--- config.mk ---
export PLATFORM = sky130hd
export DESIGN_NAME = hazard_ctrl_unit
export DESIGN_NICKNAME = d
export VERILOG_FILES = /design/src/rtl/hazard_ctrl_unit.sv
export SDC_FILE = /design/constraint.sdc
export NUM_CORES = 1
export LEC_CHECK = 0
export ABC_AREA = 1
export BUFFER_PORTS_ARGS = -buffer_cell sky130_fd_sc_hd__buf_2
export CORE_AREA = 4 4 77 115
export DETAILED_ROUTE_END_ITERATION = 10
export DIE_AREA = 0 0 81 119
export PLACE_DENSITY = 0.89
export SLEW_MARGIN = 20
export SYNTH_ARGS = -nofsm -noshare
export SYNTH_HDL_FRONTEND = slang
export SYNTH_SLANG_ARGS = --single-unit
--- constraint.sdc ---
create_clock -name clk -period 2.75 [get_ports clk]
set_input_delay 0.1375 -clock clk [delete_from_list [all_inputs] [get_ports clk]]
set_output_delay 0.1375 -clock clk [all_outputs]
set_load 0.02 [all_outputs]
--- src/rtl/hazard_ctrl_unit.sv ---
// hazard_ctrl_unit: forwarding, load-use/scoreboard stalls and redirect flush; define HAZARD_PERF_CNT_EN for stall/flush perf counters
module hazard_ctrl_unit #(
  parameter int REG_ADDR_W   = 5,
  parameter int MC_MAX       = 4,
  parameter int FLUSH_CYCLES = 1,
  parameter int CNT_W        = 32
) (
  input  logic                  clk,
  input  logic                  rst_n,
  input  logic                  dec_valid,
  input  logic                  dec_is_mc,
  input  logic [REG_ADDR_W-1:0] dec_rs1_addr,
  input  logic [REG_ADDR_W-1:0] dec_rs2_addr,
  input  logic [REG_ADDR_W-1:0] ex_rs1_addr,
  input  logic [REG_ADDR_W-1:0] ex_rs2_addr,
  input  logic [REG_ADDR_W-1:0] ex_rd_addr,
  input  logic                  ex_mem_read,
  input  logic [REG_ADDR_W-1:0] mem_rd_addr,
  input  logic                  mem_reg_write,
  input  logic [REG_ADDR_W-1:0] wb_rd_addr,
  input  logic                  wb_reg_write,
  input  logic                  mc_issue,
  input  logic [REG_ADDR_W-1:0] mc_issue_rd,
  input  logic                  mc_done,
  input  logic [REG_ADDR_W-1:0] mc_done_rd,
  input  logic                  pc_select,
  output logic [1:0]            forward_alu_a,
  output logic [1:0]            forward_alu_b,
  output logic                  stall_fetch,
  output logic                  stall_decode,
  output logic                  flush_fetch_decode,
  output logic                  flush_dec_ex,
  output logic                  sb_full,
  output logic [CNT_W-1:0]      stall_cycles,
  output logic [CNT_W-1:0]      flush_cycles
);
  localparam int NREG = 2 ** REG_ADDR_W;
  typedef enum logic {RUN, REDIRECT} state_t;
  state_t          state_q, state_d;
  logic [2:0]      fcnt_q, fcnt_d;
  logic [NREG-1:0] pending_q, pending_d;
  logic [3:0]      out_q, out_d;
  logic            issue_ok, done_ok, load_use, sb_hazard, hazard;
  assign forward_alu_a = ex_rs1_addr == '0 ? 2'b00 :
                         mem_reg_write && mem_rd_addr == ex_rs1_addr ? 2'b11 :
                         wb_reg_write && wb_rd_addr == ex_rs1_addr ? 2'b10 : 2'b00;
  assign forward_alu_b = ex_rs2_addr == '0 ? 2'b00 :
                         mem_reg_write && mem_rd_addr == ex_rs2_addr ? 2'b11 :
                         wb_reg_write && wb_rd_addr == ex_rs2_addr ? 2'b10 : 2'b00;
  assign sb_full   = out_q == 4'(MC_MAX);
  assign issue_ok  = mc_issue && mc_issue_rd != '0 && !sb_full;
  assign done_ok   = mc_done && pending_q[mc_done_rd];
  assign load_use  = dec_valid && ex_mem_read && ex_rd_addr != '0 &&
                     ((dec_rs1_addr != '0 && dec_rs1_addr == ex_rd_addr) ||
                      (dec_rs2_addr != '0 && dec_rs2_addr == ex_rd_addr));
  assign sb_hazard = dec_valid && ((dec_rs1_addr != '0 && pending_q[dec_rs1_addr]) ||
                                   (dec_rs2_addr != '0 && pending_q[dec_rs2_addr]) ||
                                   (dec_is_mc && sb_full));
  assign hazard    = load_use || sb_hazard;
  // A redirect overrides any stall; the execute bubble still follows the hazard.
  assign flush_fetch_decode = pc_select || state_q == REDIRECT;
  assign flush_dec_ex       = pc_select || hazard;
  assign stall_fetch        = hazard && !flush_fetch_decode;
  assign stall_decode       = hazard && !flush_fetch_decode;
  always_comb begin
    pending_d = pending_q;
    if (done_ok) pending_d[mc_done_rd] = 1'b0;
    if (issue_ok) pending_d[mc_issue_rd] = 1'b1;
    out_d = out_q + 4'(issue_ok) - 4'(done_ok);
  end
  always_comb begin
    state_d = state_q;
    fcnt_d  = fcnt_q;
    if (pc_select) begin
      fcnt_d  = 3'(FLUSH_CYCLES - 1);
      state_d = FLUSH_CYCLES > 1 ? REDIRECT : RUN;
    end else if (state_q == REDIRECT) begin
      fcnt_d  = fcnt_q - 3'd1;
      state_d = fcnt_d == 3'd0 ? RUN : REDIRECT;
    end
  end
  always_ff @(posedge clk or negedge rst_n) begin
    if (!rst_n) begin
      state_q   <= RUN;
      fcnt_q    <= '0;
      pending_q <= '0;
      out_q     <= '0;
    end else begin
      state_q   <= state_d;
      fcnt_q    <= fcnt_d;
      pending_q <= pending_d;
      out_q     <= out_d;
    end
  end
`ifdef HAZARD_PERF_CNT_EN
  logic [CNT_W-1:0] stall_cnt_q, stall_cnt_d, flush_cnt_q, flush_cnt_d;
  always_comb begin
    stall_cnt_d = stall_cnt_q + {{(CNT_W-1){1'b0}}, stall_decode && !(&stall_cnt_q)};
    flush_cnt_d = flush_cnt_q + {{(CNT_W-1){1'b0}}, flush_fetch_decode && !(&flush_cnt_q)};
  end
  always_ff @(posedge clk or negedge rst_n) begin
    if (!rst_n) begin
      stall_cnt_q <= '0;
      flush_cnt_q <= '0;
    end else begin
      stall_cnt_q <= stall_cnt_d;
      flush_cnt_q <= flush_cnt_d;
    end
  end
  assign stall_cycles = stall_cnt_q;
  assign flush_cycles = flush_cnt_q;
`else
  assign stall_cycles = '0;
  assign flush_cycles = '0;
`endif
endmodule
==> results of run 1 <==
==> cell type report <==
| cell class | instances | area (um2) |
|---|---|---|
| Timing Repair Buffer | 66 | 338 |
| Clock buffer | 5 | 125 |
| Sequential cell | 40 | 1000 |
| Fill cell | 834 | 3550 |
| Inverter | 57 | 214 |
| Tap cell | 105 | 131 |
| Multi-Input combinational cell | 525 | 2500 |
| Clock inverter | 3 | 42.5 |
==> sequential cells by signal, indices dropped and copies added (netlist names) <==
| name | count |
|---|---|
| pending_q | 32 |
| fcnt_q | 3 |
| out_q | 4 |
| state_q | 1 |
==> worst paths after layout <==
path                                     endpoint  slack, ns                     from
hold / removal                 out_q[2]$_DFF_PN0_      -0.02                    rst_n
setup reg to reg               out_q[1]$_DFF_PN0_       0.40  pending_q[15]$_DFF_PN0_
min in group clk            fcnt_q[2]$_DFFE_PN0N_       0.15                pc_select
setup / recovery               out_q[1]$_DFF_PN0_       0.40  pending_q[15]$_DFF_PN0_
hold reg to reg             fcnt_q[2]$_DFFE_PN0N_       0.51    fcnt_q[2]$_DFFE_PN0N_
max in group asynchronous  pending_q[7]$_DFF_PN0_       2.20                    rst_n
==> logic make-up (layout without fill, tap and decap cells) <==
logic type | after synthesis | after routing | share of synthesized area
other | 1 | 64 | 0.000921
AOI/OAI and AO/OA | 30 | 30 | 0.0501
and+or+nand+nor | 397 | 397 | 0.424
adders and majority gates | 8 | 8 | 0.0264
xor gates and xnor gates | 26 | 26 | 0.0559
DFF | 40 | 40 | 0.246
buffers and inverters | 137 | 131 | 0.197
==> per-layer routing <==
layer  wire length [um]  vias to the layer above  global-route usage
met4                450                        0               0.115
met3               1170                       41              0.0416
li1                   -                     2023                   -
met1               3990                     1863               0.265
met5                  0                        -                   0
met2               5650                      257               0.418
==> power by group through the flow <==
| stage | Sequential, mW | Clock, mW | Combinational (mW) |
|---|---|---|---|
| final | 0.589 | 0.666 | 0.351 |
| after global routing | 0.588 | 0.690 | 0.385 |
| after CTS | 0.589 | 0.670 | 0.346 |
| after detailed placement | 0.599 | 0 | 0.345 |
| after global placement | 0.599 | 0 | 0.343 |
| after floorplan | 0.599 | 0 | 0.300 |
==> layout by cell type, fill, tap and decap left out, drive strengths merged, types with 2 or more instances in the layout <==
cell type and n:
inv 53, ha 7, a22oi 16, nand2 223, a21oi 5, xor2 14, xnor2 12, o21ai 3
nand3 99, clkinv 5, conb 64, nor2 53, nand4 2, o22ai 2, nor3 14, dfrtp 40
clkbuf 5, buf 66, nor4 4
==> results.md, run 1 <==
- Among cell families on the critical path, the largest total delay comes from adder cells.
- The internal power is between 1 and 1.5 mW.
- CTS saw 40 sinks.
- The quantity of hold-fixing buffers added after cts is 0.
- The first-pass iteration count of the detailed router is 5.
- The congestion estimate from routability-driven global placement came to slightly above 0.9.
- The checks that failed: negative hold slack.
- Measured on the finished design, the core utilization comes to 0.551.
- The finished cells cover ~4400 um2.
- Of the post-synthesis cell area, the dominant cell type holds 0.246.
- Detailed routing inserted a total of around 4200 vias.
- In this run the worst hold path is classified as primary input to async pin.
- The share of cells above drive strength 1 is 0.135.
- The worst pin sits at a relative slew slack of 0.389.
- The share of total power dissipated in combinational logic is 0.219.
- The power share of the clock group is 0.415.
- The area after detailed placement is approximately 4200 um2.
- The async set or reset register ratio after synthesis is 1.00.
- The I/O pin count is ~130.
- Counting buffers and inverters, the worst setup path is 14 cells deep.
- The later pin in the worst-skew pair is clocked with a latency of between 0.2 and 0.3 ns.
- The total negative slack is 0 ns.
- The peak supply drop is ~0.42 mV.
- The worst clock skew on the final layout is 0.00491 ns.
- The maximum number of pins on one net before global-route repair is 41.
- In the routed layout, each cell is associated on average with a via count of ~5.2.
- Ranked by total cell area, the synthesized netlist is headed by sky130_fd_sc_hd__dfrtp_1 (25%), sky130_fd_sc_hd__nand2_1 (20%), sky130_fd_sc_hd__buf_4 (13%).
- TritonCTS built the clock tree.
- Counting instances in the post-synthesis netlist gives the leading cell types as sky130_fd_sc_hd__nand2_1 (221), sky130_fd_sc_hd__nand3_1 (88), sky130_fd_sc_hd__buf_4 (68).
- The worst setup path is launched from a register.
- The first global-routing pass estimated approximately 18 mm of wire.
- The initial utilization of the core area, before any placement, comes to 0.515.
- The initial antenna violation count is 0.
- STA classifies the critical path endpoint as a register.
- The share of total power dissipated in sequential elements is 0.367.
- During placement, the flow inserted port buffers numbering between 60 and 70.
- The number of max-slew violations in the final report is 0.
- The root buffer selected by CTS is sky130_fd_sc_hd__clkbuf_16.
- For this run, the total global-route usage over all layers was measured as 0.237.
- Walking the worst path, the cells encountered are a22oi_1 -> nand2_1 -> nand2_1 -> nand2_1 -> nor2_2 -> nand2_2 -> nand2_1 -> inv_1 -> ha_1 -> inv_1 -> ha_1 -> inv_1 -> fa_1 -> inv_1.
- The share of the Yosys chip area taken by registers is 0.246.
- Setup repair after global routing left no endpoint under its margin.
- The clock buffer count from CTS is 5.
- Setup violations remaining at the end of the flow were counted as 0.
- At the placement stage, the worst setup path has a slack of 0.303 ns.
- Dividing the detail-routed wire length by the instance count gives about 14 um.
- The final critical-path required period is ~2.4 ns.
- The clock transition at the register clock pins on the worst setup and hold paths after CTS is roughly 0.060 ns.
- The placement row count is 40.
- Of the total power, the share spent switching nets is 0.313.
- 0 antenna diodes ended up in the layout.
- Dividing the final minimum period by the clock period gives 0.855.
- Of all nets on the critical path, the largest fanout is 4.
- Summed over all nets, the switching power comes to 0.502 mW.
- The post-synthesis cell count is 639.
- The delay contributed by the slowest stage of the critical path is between 0.4 and 0.5 ns.
- For this run, the number of standard cells in the final layout without fillers is roughly 800.
- The cell depth of the worst flop-to-flop path is 14.
- Once detailed placement completed, the half-perimeter wirelength came to approximately 8.7 mm.
- In this run, post-CTS repair resized a total of 0 instances.
- The flow ran to the end, but the final reports show violations.
- By instance count, the leading cell after synthesis is sky130_fd_sc_hd__nand2_1.
- The critical path is of the register to register type.
- The number of setup buffers added after CTS is 0.
- The library cell occupying the most area in the post-synthesis netlist is sky130_fd_sc_hd__dfrtp_1.
- The final layout contains routed wiring with a total length of 11.3 mm.
- The static leakage power is approximately 2.3 nW.
- The total of max-cap violations is 0.
- The number of distinct standard cells referenced by the synthesized netlist is 32.
- The net count of the finished layout is roughly 760.
- STA puts the critical path data required time at a little under 3 ns.
- The DRC marker count from the first detailed-route iteration is ~390.
- The netlist area before placement is approximately 4000 um2.
- The number of global-route vias before repair is around 3800.
- The detail route stage leaves a number of antenna-violating nets equal to 0.
- STA puts the critical path data arrival time at 2.53 ns.
- Among all flip-flop cells after synthesis, the most frequent one is sky130_fd_sc_hd__dfrtp_1.
- The number of enable flip-flop cells after synthesis is 0.
- The synthesized flop and latch total is 40.
- The vertical extent of the die is roughly 120 um.
- The clock passes through at most 2 buffers.
- The floorplan step defined a die boundary enclosing approximately 9600 um2.
- Power spread over the standard cell area amounts to between 300 and 400 nW/um2.
- Together, buffers and inverters on the worst path number 4.
- The total congestion overflow is 0.
- Relative to the synthesized area, the layout overhead comes to 7.01%.
- From left edge to right edge, the die measures approximately 80 um.
- In this run the mean area of a mapped cell was about 6.4 um2.
- The total area inside the core boundary comes to approximately 7900 um2.
- At the pin with the least slew margin, the transition time is 0.917 ns.
- After detailed routing, the number of remaining DRC violations is 0.
- The number of endpoints with negative hold slack in the final report is 40.
- After detailed placement, the design holds a cell count of roughly 800.
- For this run, the top clock speed supported by timing is between 400 and 500 MHz.
- The total power after layout is 1.61 mW.
- The tightest hold path in the finished design has a slack of -0.0182 ns.
- The cell with the largest stage delay on the worst path is sky130_fd_sc_hd__fa_1.
- For this run, the number of Yosys warnings is 0.
- Setup slack on the critical path of the routed design comes to ~0.4 ns.
- The number of levels the H-tree was split into is 2.
(Power assumes the default switching activity.)
==> run 2: changes to the inputs <==
--- a/config.mk
+++ b/config.mk
@@ -7,10 +7,11 @@
 export LEC_CHECK = 0
 export ABC_AREA = 1
 export BUFFER_PORTS_ARGS = -buffer_cell sky130_fd_sc_hd__buf_2
-export CORE_AREA = 4 4 77 115
+export CORE_AREA = 4 4 88 131
 export DETAILED_ROUTE_END_ITERATION = 10
-export DIE_AREA = 0 0 81 119
-export PLACE_DENSITY = 0.89
+export DIE_AREA = 0 0 92 135
+export GPL_ROUTABILITY_DRIVEN = 0
+export PLACE_DENSITY = 0.72
 export SLEW_MARGIN = 20
 export SYNTH_ARGS = -nofsm -noshare
 export SYNTH_HDL_FRONTEND = slang
==> constraint.sdc (replaced) <==
create_clock -name clk -period 2.75 [get_ports clk]
set_input_delay 0.4125 -clock clk [delete_from_list [all_inputs] [get_ports clk]]
set_output_delay 0.4125 -clock clk [all_outputs]
set_load 0.02 [all_outputs]
==> run 2 against run 1 <==
  * The run now ends clean
  * Register-to-register slack better by 0.02 ns
  * Wire length up 2.5%
  * Worst setup slack lost 0.10 ns
  * Cell count is 5.6% higher
  * Sequential cell count did not move
  * Utilization decreased by 13 points
  * Total power shrank 6.0%
  * Fmax decreased by 4.1%
  * Combinational power is essentially flat
  * Critical endpoint is now stall_decode
  * Highest routed layer unchanged
==> results.md, run 2 (synthesis gave the netlist of run 1 again) <==
- The flow ran to the end, and the final reports show no timing, DRC or antenna violations.
- The largest registers in the layout are pending_q (32), out_q (4), fcnt_q (3).
- The total of max-cap violations is 0 (unchanged).
- The flip-flop count of the largest register, all copies and words added is 32 (unchanged).
- The endpoint required time on the critical path is 2.34 ns (-0.59 ns).
- The most common library cell in the layout ignoring fill and taps is sky130_fd_sc_hd__nand2_1.
- The upper clock frequency limit is 408 MHz (-4.1%).
- The area of the multi-input gates came to 2500 um2 (unchanged).
- In the layout the commonest cells are sky130_fd_sc_hd__nand2_1 (221), sky130_fd_sc_hd__nand3_1 (88), sky130_fd_sc_hd__conb_1 (64).
- The slowest stage of the critical path is the sky130_fd_sc_hd__clkinv_1 cell.
- The deepest clock path buffer count is 2 (unchanged).
- The number of DRC violations after detailed routing is 0 (unchanged).
- The clock buffer count from CTS is 5 (unchanged).
- The filler cell count is 1165 (+40%).
- The core area is 10500 um2 (+32%).
- The die boundary width was 92 um (+14%).
- The number of global-route vias before repair is 3782 (-0.24%).
- The part of the total power dissipated in sequential elements is 0.390 (+0.023).
- The signal on the critical path passes through buf_2 -> clkinv_1 -> nand3_1 -> nand3_1 -> nand2_1 -> nand2_1 -> nand3_1 -> nand3_1 -> nand3_1 -> nand2_1 -> nor2_1 -> buf_2.
- The power share of the clock group is 0.376 (-0.039).
- The maximum number of pins on one net before global-route repair came to 41 (unchanged).
- The number of vias after detailed routing is 4122 (-1.5%).
- The number of max-slew violations in the final report is 0 (unchanged).
- The remaining antenna violation count is 0 (unchanged).
- The worst clock skew on the final layout was 0.00266 ns (-0.00225 ns).
- The antenna diode instance count was 0 (unchanged).
- The most common cell type on the critical path is sky130_fd_sc_hd__nand3_1.
- The delay contributed by the slowest stage of the critical path came to 0.32 ns (-0.17 ns).
- The number of levels the H-tree was split into is 2 (unchanged).
- The floorplan die area was 12400 um2 (+29%).
- The quantity of hold-fixing buffers added after cts is 0 (unchanged).
- The relative contribution of combinational cells to total power is 0.234 (+0.015).
- The final cell utilization of the core is 0.423 (-0.128).
- The area after detailed placement is 4290 um2 (+2.4%).
- The largest fanout on the critical path is 10 (+6).
- The register ranked first by flip-flop count is pending_q.
- The relative slew slack is 0.424 (+0.0350).
- The total congestion overflow is 0 (unchanged).
- The vertical extent of the die is 135 um (+13%).
- The total area of sequential cells is 1000 um2 (unchanged).
- The average routed wire per standard cell was 13.7 um (-3.0%).
- The effective utilization at floorplan came to 0.389 (-0.126).
- The post-layout instance area is 4430 um2 (+1.6%).
- The count of buffers added by post-CTS timing repair for setup is 0 (unchanged).
- The number of endpoints with negative hold slack in the final report is 0 (-100%).
- The initial antenna violation count was 0 (unchanged).
- The final wirelength is 11.5 mm (+2.5%).
- The worst setup path is of the primary input to primary output kind.
- The total negative slack is 0 ns (unchanged).
- The worst hold path belongs to the class primary input to async pin.
- The quantity of I/O buffers inserted on ports is 63 (unchanged).
- The total power divided by cell area is 341 nW/um2 (-7.5%).
- The actual slew at the worst max-slew pin is 0.865 ns (-0.0524 ns).
- The cell depth of the worst flop-to-flop path is 14 (unchanged).
- TritonCTS built the clock tree.
- The portion of the clock cycle consumed by the worst path in the final layout is 0.892 (+0.0365).
- The I/O pin count is 128 (unchanged).
- The final setup violation count is 0 (unchanged).
- The per-cell via count in the routed design is 4.87 (-6.7%).
- STA classifies the critical path startpoint as a primary input.
- Clock tree synthesis selected as its root buffer the cell sky130_fd_sc_hd__clkbuf_16.
- The combined global-route utilization of all metal layers was 0.185 (-0.0513).
- The static leakage power came to 2.32 nW (+0.94%).
- The net switching power is 0.500 mW (-0.54%).
- The TritonCTS sink count was 40 (unchanged).
- The global-route wire length before repair was 18.1 mm (+1.3%).
- The final critical-path required period is 2.45 ns (+0.100 ns).
- The peak supply drop was 0.190 mV (-55%).
- The area added between synthesis and finish is 8.76%.
- The DRC marker count from the first detailed-route iteration is 294 (-24%).
- The internal power came to 1.01 mW (-8.5%).
- The clock transition at the register clock pins on the worst setup and hold paths after CTS is 0.06 ns (about the same).
- The switching part of the total is 0.331 (+0.0181).
- The first-pass iteration count of the detailed router is 4 (-1).
- Setup repair after global routing left no endpoint under its margin.
- The clock network latency to the later pin of the worst-skew pair was 0.29 ns (about the same).
- The number of resized instances in the post-cts repair step is 0 (unchanged).
- The sort of element at the end of the critical path is a primary output.
- The share of cells above drive strength 1 is 0.142 (+0.00739).
- The arrival time of the worst setup path is 2.04 ns (-0.49 ns).
- The placement row count is 46 (+15%).
- The estimated wirelength of the detail-placed design was 9.16 mm (+5.7%).
- The number of nets in the layout is 765 (+0.92%).
## run 2: final cells by class
| type | instances | area share |
|---|---|---|
| sequential | 40 | 0.226 |
| clock inverter | 2 | 0.00283 |
| timing repair buffer | 73 | 0.0882 |
| clock buffer | 5 | 0.0283 |
| tap | 144 | 0.0407 |
| inverter | 57 | 0.0483 |
| multi-input combinational | 525 | 0.566 |
## run 2: critical path, delay by kind of cell
family	cells	cell delay, ns
AND/OR/NAND/NOR	9	0.91
buffers and inverters	3	0.71
## run 2: worst paths after layout
path                                         startpoint                      to  slack [ns]
min in group clk                              pc_select   fcnt_q[2]$_DFFE_PN0N_        0.40
worst min register to register    fcnt_q[2]$_DFFE_PN0N_   fcnt_q[2]$_DFFE_PN0N_        0.51
worst max-delay path                    dec_rs2_addr[1]            stall_decode        0.30
worst max register to register  pending_q[23]$_DFF_PN0_      out_q[1]$_DFF_PN0_        0.42
max in group asynchronous                         rst_n  pending_q[5]$_DFF_PN0_        1.97
worst min-delay path                              rst_n   fcnt_q[2]$_DFFE_PN0N_        0.23
## run 2: power by group through the flow
stage	sequential [mW]	combinational [mW]	clock [mW]
CTS	0.589	0.351	0.579
floorplan	0.599	0.300	0
global route	0.588	0.389	0.601
global placement	0.599	0.349	0
finish	0.589	0.352	0.568
detailed placement	0.599	0.350	0
## run 2: metrics by stage
step / std cells / total power, mW / hold WS, ns / worst slack (ns)
after floorplan: 702 / 0.900 / 0.117 / 0.363
after global placement: 839 / 0.948 / 0.483 / 0.130
after detailed placement: 839 / 0.949 / 0.498 / 0.116
after CTS: 846 / 1.52 / 0.270 / 0.275
after global routing: 846 / 1.58 / 0.318 / 0.0859
final: 846 / 1.51 / 0.230 / 0.298
## run 2: per-layer routing
layer	routed length [um]	vias to the layer above	share of wire	track usage
met2	5800	207	0.50	0.338
met1	4110	1835	0.36	0.196
li1	-	2036	-	-
met5	0	-	0	0
met4	686	0	0.059	0.123
met3	958	44	0.083	0.0245
